===== src/rtl/control_sequencer.sv =====
// control_sequencer: Moore control unit for the CPU datapath.
// It runs the fetch steps, then the execute steps for register-register, unary and MUL/DIV instructions.
module control_sequencer (
    input  logic        clk,
    input  logic        clr,
    input  logic        run,
    input  logic        mem_ready,
    input  logic [31:0] ir,
    output logic [13:0] dp_ctl,
    output logic [15:0] reg_in,
    output logic [15:0] reg_out,
    output logic [12:0] alu_sel,
    output logic        halted,
    output logic [3:0]  state
);
    // state | meaning
    // IDLE  | waiting for run at an instruction boundary
    // T0-T2 | fetch: PC to MAR, memory read (held on mem_ready), MDR to IR
    // T3-T6 | execute steps of the decoded instruction class
    // HALT  | parked until clr
    typedef enum logic [3:0] {
        IDLE = 4'd0,
        T0   = 4'd1,
        T1   = 4'd2,
        T2   = 4'd3,
        T3   = 4'd4,
        T4   = 4'd5,
        T5   = 4'd6,
        T6   = 4'd7,
        HALT = 4'd15
    } state_t;

    typedef enum logic [2:0] {
        CLS_NOP,
        CLS_BIN,
        CLS_UNARY,
        CLS_MULDIV,
        CLS_HALT
    } cls_t;

    localparam int unsigned DP_INCPC  = 13;
    localparam int unsigned DP_READ   = 12;
    localparam int unsigned DP_IRIN   = 10;
    localparam int unsigned DP_YIN    = 9;
    localparam int unsigned DP_ZIN    = 8;
    localparam int unsigned DP_MARIN  = 7;
    localparam int unsigned DP_MDRIN  = 6;
    localparam int unsigned DP_LOIN   = 5;
    localparam int unsigned DP_HIIN   = 4;
    localparam int unsigned DP_ZLOW   = 3;
    localparam int unsigned DP_ZHIGH  = 2;
    localparam int unsigned DP_MDROUT = 1;
    localparam int unsigned DP_PCOUT  = 0;

    state_t      state_q, state_d, done_state;
    cls_t        cls;
    logic [12:0] alu_op;
    logic [4:0]  opcode;
    logic [15:0] ra_oh, rb_oh, rc_oh;

    assign opcode = ir[31:27];
    assign ra_oh  = 16'h0001 << ir[26:23];
    assign rb_oh  = 16'h0001 << ir[22:19];
    assign rc_oh  = 16'h0001 << ir[18:15];

    // Anything not listed, including the explicit nop opcode, falls into CLS_NOP.
    always_comb begin
        cls    = CLS_NOP;
        alu_op = '0;
        case (opcode)
            5'b00011: begin cls = CLS_BIN;    alu_op[2]  = 1'b1; end
            5'b00100: begin cls = CLS_BIN;    alu_op[3]  = 1'b1; end
            5'b00101: begin cls = CLS_BIN;    alu_op[0]  = 1'b1; end
            5'b00110: begin cls = CLS_BIN;    alu_op[1]  = 1'b1; end
            5'b00111: begin cls = CLS_BIN;    alu_op[8]  = 1'b1; end
            5'b01000: begin cls = CLS_BIN;    alu_op[9]  = 1'b1; end
            5'b01001: begin cls = CLS_BIN;    alu_op[6]  = 1'b1; end
            5'b01010: begin cls = CLS_BIN;    alu_op[12] = 1'b1; end
            5'b01011: begin cls = CLS_BIN;    alu_op[7]  = 1'b1; end
            5'b01111: begin cls = CLS_MULDIV; alu_op[4]  = 1'b1; end
            5'b10000: begin cls = CLS_MULDIV; alu_op[5]  = 1'b1; end
            5'b10001: begin cls = CLS_UNARY;  alu_op[10] = 1'b1; end
            5'b10010: begin cls = CLS_UNARY;  alu_op[11] = 1'b1; end
            5'b11011: cls = CLS_HALT;
            default:  cls = CLS_NOP;
        endcase
    end

    assign done_state = run ? T0 : IDLE;

    always_comb begin
        state_d = IDLE;
        dp_ctl  = '0;
        reg_in  = '0;
        reg_out = '0;
        alu_sel = '0;
        case (state_q)
            IDLE: state_d = run ? T0 : IDLE;
            T0: begin
                dp_ctl[DP_PCOUT] = 1'b1;
                dp_ctl[DP_MARIN] = 1'b1;
                dp_ctl[DP_INCPC] = 1'b1;
                state_d          = T1;
            end
            T1: begin
                dp_ctl[DP_READ]  = 1'b1;
                dp_ctl[DP_MDRIN] = 1'b1;
                state_d          = mem_ready ? T2 : T1;
            end
            T2: begin
                dp_ctl[DP_MDROUT] = 1'b1;
                dp_ctl[DP_IRIN]   = 1'b1;
                state_d           = T3;
            end
            T3: begin
                case (cls)
                    CLS_BIN: begin
                        reg_out        = rb_oh;
                        dp_ctl[DP_YIN] = 1'b1;
                        state_d        = T4;
                    end
                    CLS_UNARY: begin
                        reg_out        = rb_oh;
                        alu_sel        = alu_op;
                        dp_ctl[DP_ZIN] = 1'b1;
                        state_d        = T4;
                    end
                    CLS_MULDIV: begin
                        reg_out        = ra_oh;
                        dp_ctl[DP_YIN] = 1'b1;
                        state_d        = T4;
                    end
                    CLS_HALT: state_d = HALT;
                    default:  state_d = done_state;
                endcase
            end
            T4: begin
                case (cls)
                    CLS_BIN: begin
                        reg_out        = rc_oh;
                        alu_sel        = alu_op;
                        dp_ctl[DP_ZIN] = 1'b1;
                        state_d        = T5;
                    end
                    CLS_UNARY: begin
                        dp_ctl[DP_ZLOW] = 1'b1;
                        reg_in          = ra_oh;
                        state_d         = done_state;
                    end
                    CLS_MULDIV: begin
                        reg_out        = rb_oh;
                        alu_sel        = alu_op;
                        dp_ctl[DP_ZIN] = 1'b1;
                        state_d        = T5;
                    end
                    default: state_d = done_state;
                endcase
            end
            T5: begin
                case (cls)
                    CLS_BIN: begin
                        dp_ctl[DP_ZLOW] = 1'b1;
                        reg_in          = ra_oh;
                        state_d         = done_state;
                    end
                    CLS_MULDIV: begin
                        dp_ctl[DP_ZLOW] = 1'b1;
                        dp_ctl[DP_LOIN] = 1'b1;
                        state_d         = T6;
                    end
                    default: state_d = done_state;
                endcase
            end
            T6: begin
                if (cls == CLS_MULDIV) begin
                    dp_ctl[DP_ZHIGH] = 1'b1;
                    dp_ctl[DP_HIIN]  = 1'b1;
                end
                state_d = done_state;
            end
            HALT:    state_d = HALT;
            default: state_d = IDLE;
        endcase
    end

    always_ff @(posedge clk) begin
        if (clr) state_q <= IDLE;
        else     state_q <= state_d;
    end

    assign state  = state_q;
    assign halted = (state_q == HALT);

endmodule

===== config.mk =====
export PLATFORM = sky130hd
export DESIGN_NAME = control_sequencer
export DESIGN_NICKNAME = d
export VERILOG_FILES = /design/src/rtl/control_sequencer.sv
export SDC_FILE = /design/constraint.sdc
export NUM_CORES = 1
export LEC_CHECK = 0
export BUFFER_PORTS_ARGS = -buffer_cell sky130_fd_sc_hd__buf_2
export CAP_MARGIN = 20
export CORE_ASPECT_RATIO = 2
export CORE_MARGIN = 2
export CORE_UTILIZATION = 48
export DETAILED_ROUTE_END_ITERATION = 7
export HOLD_SLACK_MARGIN = 0.05
export PLACE_DENSITY = 0.95
export SLEW_MARGIN = 20
export SYNTH_ARGS = -nofsm -noshare
export SYNTH_HDL_FRONTEND = slang
export SYNTH_SLANG_ARGS = --single-unit

===== constraint.sdc =====
create_clock -name clk -period 3.11 [get_ports clk]
set_input_delay 0.311 -clock clk [delete_from_list [all_inputs] [get_ports clk]]
set_output_delay 0.311 -clock clk [all_outputs]
set_load 0.02 [all_outputs]

==> out/qor.yml <==
run_status:
  run_status: "finished, final reports clean"
cts:
  clock_tree_root_buffer_cell: "clkbuf_8"
  numClockSinks: 4
  insertion_delay_ps: 210
  cts-buffers-inserted: 3
  cts-htree-levels: 1
  cts_post_setup_buffers_inserted: 0
  number_of_resized_instances_in_the_post_cts_repair_step: 0
  post_cts_hold_buffer_count: 0
  path_clk_slew_ps: 30
  max_buffers_root_to_sink: 2
  cts_tree: "built"
cells_and_area:
  drive_above_1_share_pct: 34.9
  sequential_cell_area_um2: 80.1
  antenna_cells_inserted: 0
  layout.cells.most_common: "buf_2"
  layout.cells.most_common_list: "83 x buf_2, 26 x o22ai_1, 23 x nand2_1, 23 x nor2_1, 15 x nand2b_1"
  syn_to_final_growth_pct: 21.4
  multi_input_comb_area_mm2: 0.00135
  finish.cell_count_without_fillers: 335
  filler_cell_count: 321
  total_nets_final: 342
  largest_register_ffs: 4
timing:
  rsz0062_at_grt: "no"
  final_max_slew_violation_count: 0
  worst-slew-pin-transition_ps: 1010
  clock_skew_ps: 0.357
  achievable-frequency_ghz: 0.370
  setup-tns-final_ps: 0
  final-hold-violation-count: 0
  timing.max_slew.rel_slack_pct: 32.0
  fin_crit_sh_pct: 86.9
  timing.final.setup_violations: 0
  period_needed_ps: 2700
route:
  post_drt_wl_per_cell_um: 16.8
  viasPerCell: 6.53
  highest_signal_layer: "met4"
  routed-wl-met2_mm: 3.15
  detailroute.via_count: 2189
  wl_met3_um: 250
  finalWirelength_mm: 5.61
  drc_errors: 0
  route.antenna.remaining_nets: 0
  drt_first_iter_violations: 85
  drt-pass1-iter-count: 4
  wl_met1_mm: 2.03
synth:
  synth-seq-area-share_pct: 4.96
  number_of_instances_in_the_synthesized_netlist: 242
  synth_area_mm2: 0.00161
  ys_ff_latch: 4
  synth_area_per_cell_um2: 6.67
  post_synthesis_net_count: 278
  yosysUniqueCellTypes: 58
  synth-warning-count: 0
placed_design:
  dp_hpwl_mm: 4.40
  portBuffers: 83
  placedCellCount: 332
  gpl.final_weighted_congestion: 0.959
worst_setup_path:
  critical_path.slowest_cell: "a31oi_1"
  endpoint_kind: "primary output"
  criticalPathCategory: "primary input to primary output"
  critical_path.max_fanout: 22
  wp_data_arrival_ps: 2390
  worstPathCellList: "buf_2, nor4b_1, o21bai_1, a31oi_1, a22o_1, buf_2"
  critical_path.startpoint_type: "primary input"
  cp_slowest_stage_delay_ps: 860
  library_cell_appearing_most_often_on_the_critical_path: "buf_2"
  minimum_setup_slack_among_reg_to_reg_paths_ps: 1440
  crit_required_ps: 2800
pwr:
  power_density_mw_per_mm2: 171
  leakagePower_nw: 0.831
  ir_drop_uv: 333
global_routing:
  grt_antenna_before_repair: 0
  grt_remaining_overflow: 0
  grt_max_degree: 23
  grt_first_pass_wirelength_mm: 8.79
  grt_util_all_layers_pct: 28.5
  first_global_vias: 1972
die:
  design.core.area_mm2: 0.00319
  chipHeight_um: 86.0
  die_area_mm2: 0.00387
  floorplan.die.width_um: 45.0
  num_rows: 29
  ioPinCount: 100
  floorplan.initialDensity_pct: 50.5
run:
  number_of_maximum_capacitance_constraint_violations: 0
hold_path:
  worst_hold_path_type: "primary input to flip-flop"
## cell families (layout without fill, tap and decap cells)
family	count (synthesis)	in the layout	share of synthesized area, %
flops	4	4	4.96
compound gates	76	76	37.8
buf+inv	32	94	11.4
simple gates	127	127	44.5
xor+xnor	2	2	1.09
other cells	1	1	0.232
## synthesized netlist by cell type (all sizes together)
library cell	number	area share (%)
o22ai	26	10
nor2	25	6.1
nand2	24	5.7
buf	21	8.8
nor3	18	6.8
nand2b	16	6.7
a22o	13	7.6
nor4	10	3.9
inv	7	1.6
nand3	6	1.9
o32ai	6	3.3
a21oi	5	1.8
nand3b	5	2.3
nor2b	5	1.9
a31oi	4	2.5
clkbuf	4	0.93
dfxtp	4	5.0
o22a	4	2.2
a21o	3	1.4
nor3b	3	1.4
o21ai	3	0.93
and3b	2	1.1
nor4b	2	1.5
o32a	2	1.2
or2	2	0.78
or3	2	0.78
or3b	2	1.1
or4	2	1.2
a211o	1	0.54
a211oi	1	1.2
a22oi	1	0.47
a2bb2oi	1	0.54
a31o	1	0.54
a32oi	1	0.54
a41oi	1	0.54
and2	1	0.39
conb	1	0.23
nand4	1	0.39
nor4bb	1	0.62
o211ai	1	0.78
o21bai	1	0.47
o2bb2a	1	1.2
xnor2	1	0.54
xor2	1	0.54
## critical path, delay by kind of cell
kind | cells | cell delay [ps]
and+or+nand+nor | 1 | 280
AOI/OAI and AO/OA | 3 | 1330
buffers and inverters | 2 | 460
## through the flow
step | instance area, um^2 | utilization [%] | hold WS, ps | total power [mW] | setup slack, ps
2_1_floorplan | 1610 | - | 514 | 0.189 | 824
3_3_place_gp | 1920 | 60.1 | 637 | 0.226 | 509
3_5_place_dp | 1920 | 60.1 | 636 | 0.230 | 449
4_1_cts | 1960 | 61.4 | 423 | 0.335 | 444
5_1_grt | 1960 | 61.4 | 439 | 0.358 | 144
6_report | 1960 | 61.4 | 424 | 0.335 | 408
## power by group
part	internal, mW	switching [mW]
Clock	0.0820	0.0213
Combinational	0.0566	0.112
Sequential	0.0547	0.00836
Total	0.193	0.141
## final cells by class
cell class | count | share of cell area, %
tap | 31 | 1.98
multi-input combinational | 206 | 68.9
timing repair buffer | 84 | 21.6
inverter | 7 | 1.34
clock buffer | 3 | 2.11
sequential | 4 | 4.09
## worst paths after layout
check	startpoint	end	cells past startpoint
min reg2reg	state[3]$_SDFF_PP0_	state[3]$_SDFF_PP0_	2
min	clr	state[1]$_SDFF_PP0_	3
max reg2reg	state[0]$_SDFF_PP0_	state[0]$_SDFF_PP0_	6
max	ir[31]	reg_out[3]	6
## routing by layer
| layer | up-vias | track usage (%) |
|---|---|---|
| met5 | - | 0 |
| met1 | 1023 | 30.0 |
| met2 | 96 | 53.0 |
| li1 | 1054 | - |
| met3 | 16 | 1.47 |
| met4 | 0 | 14.2 |
(Power assumes the default switching activity.)
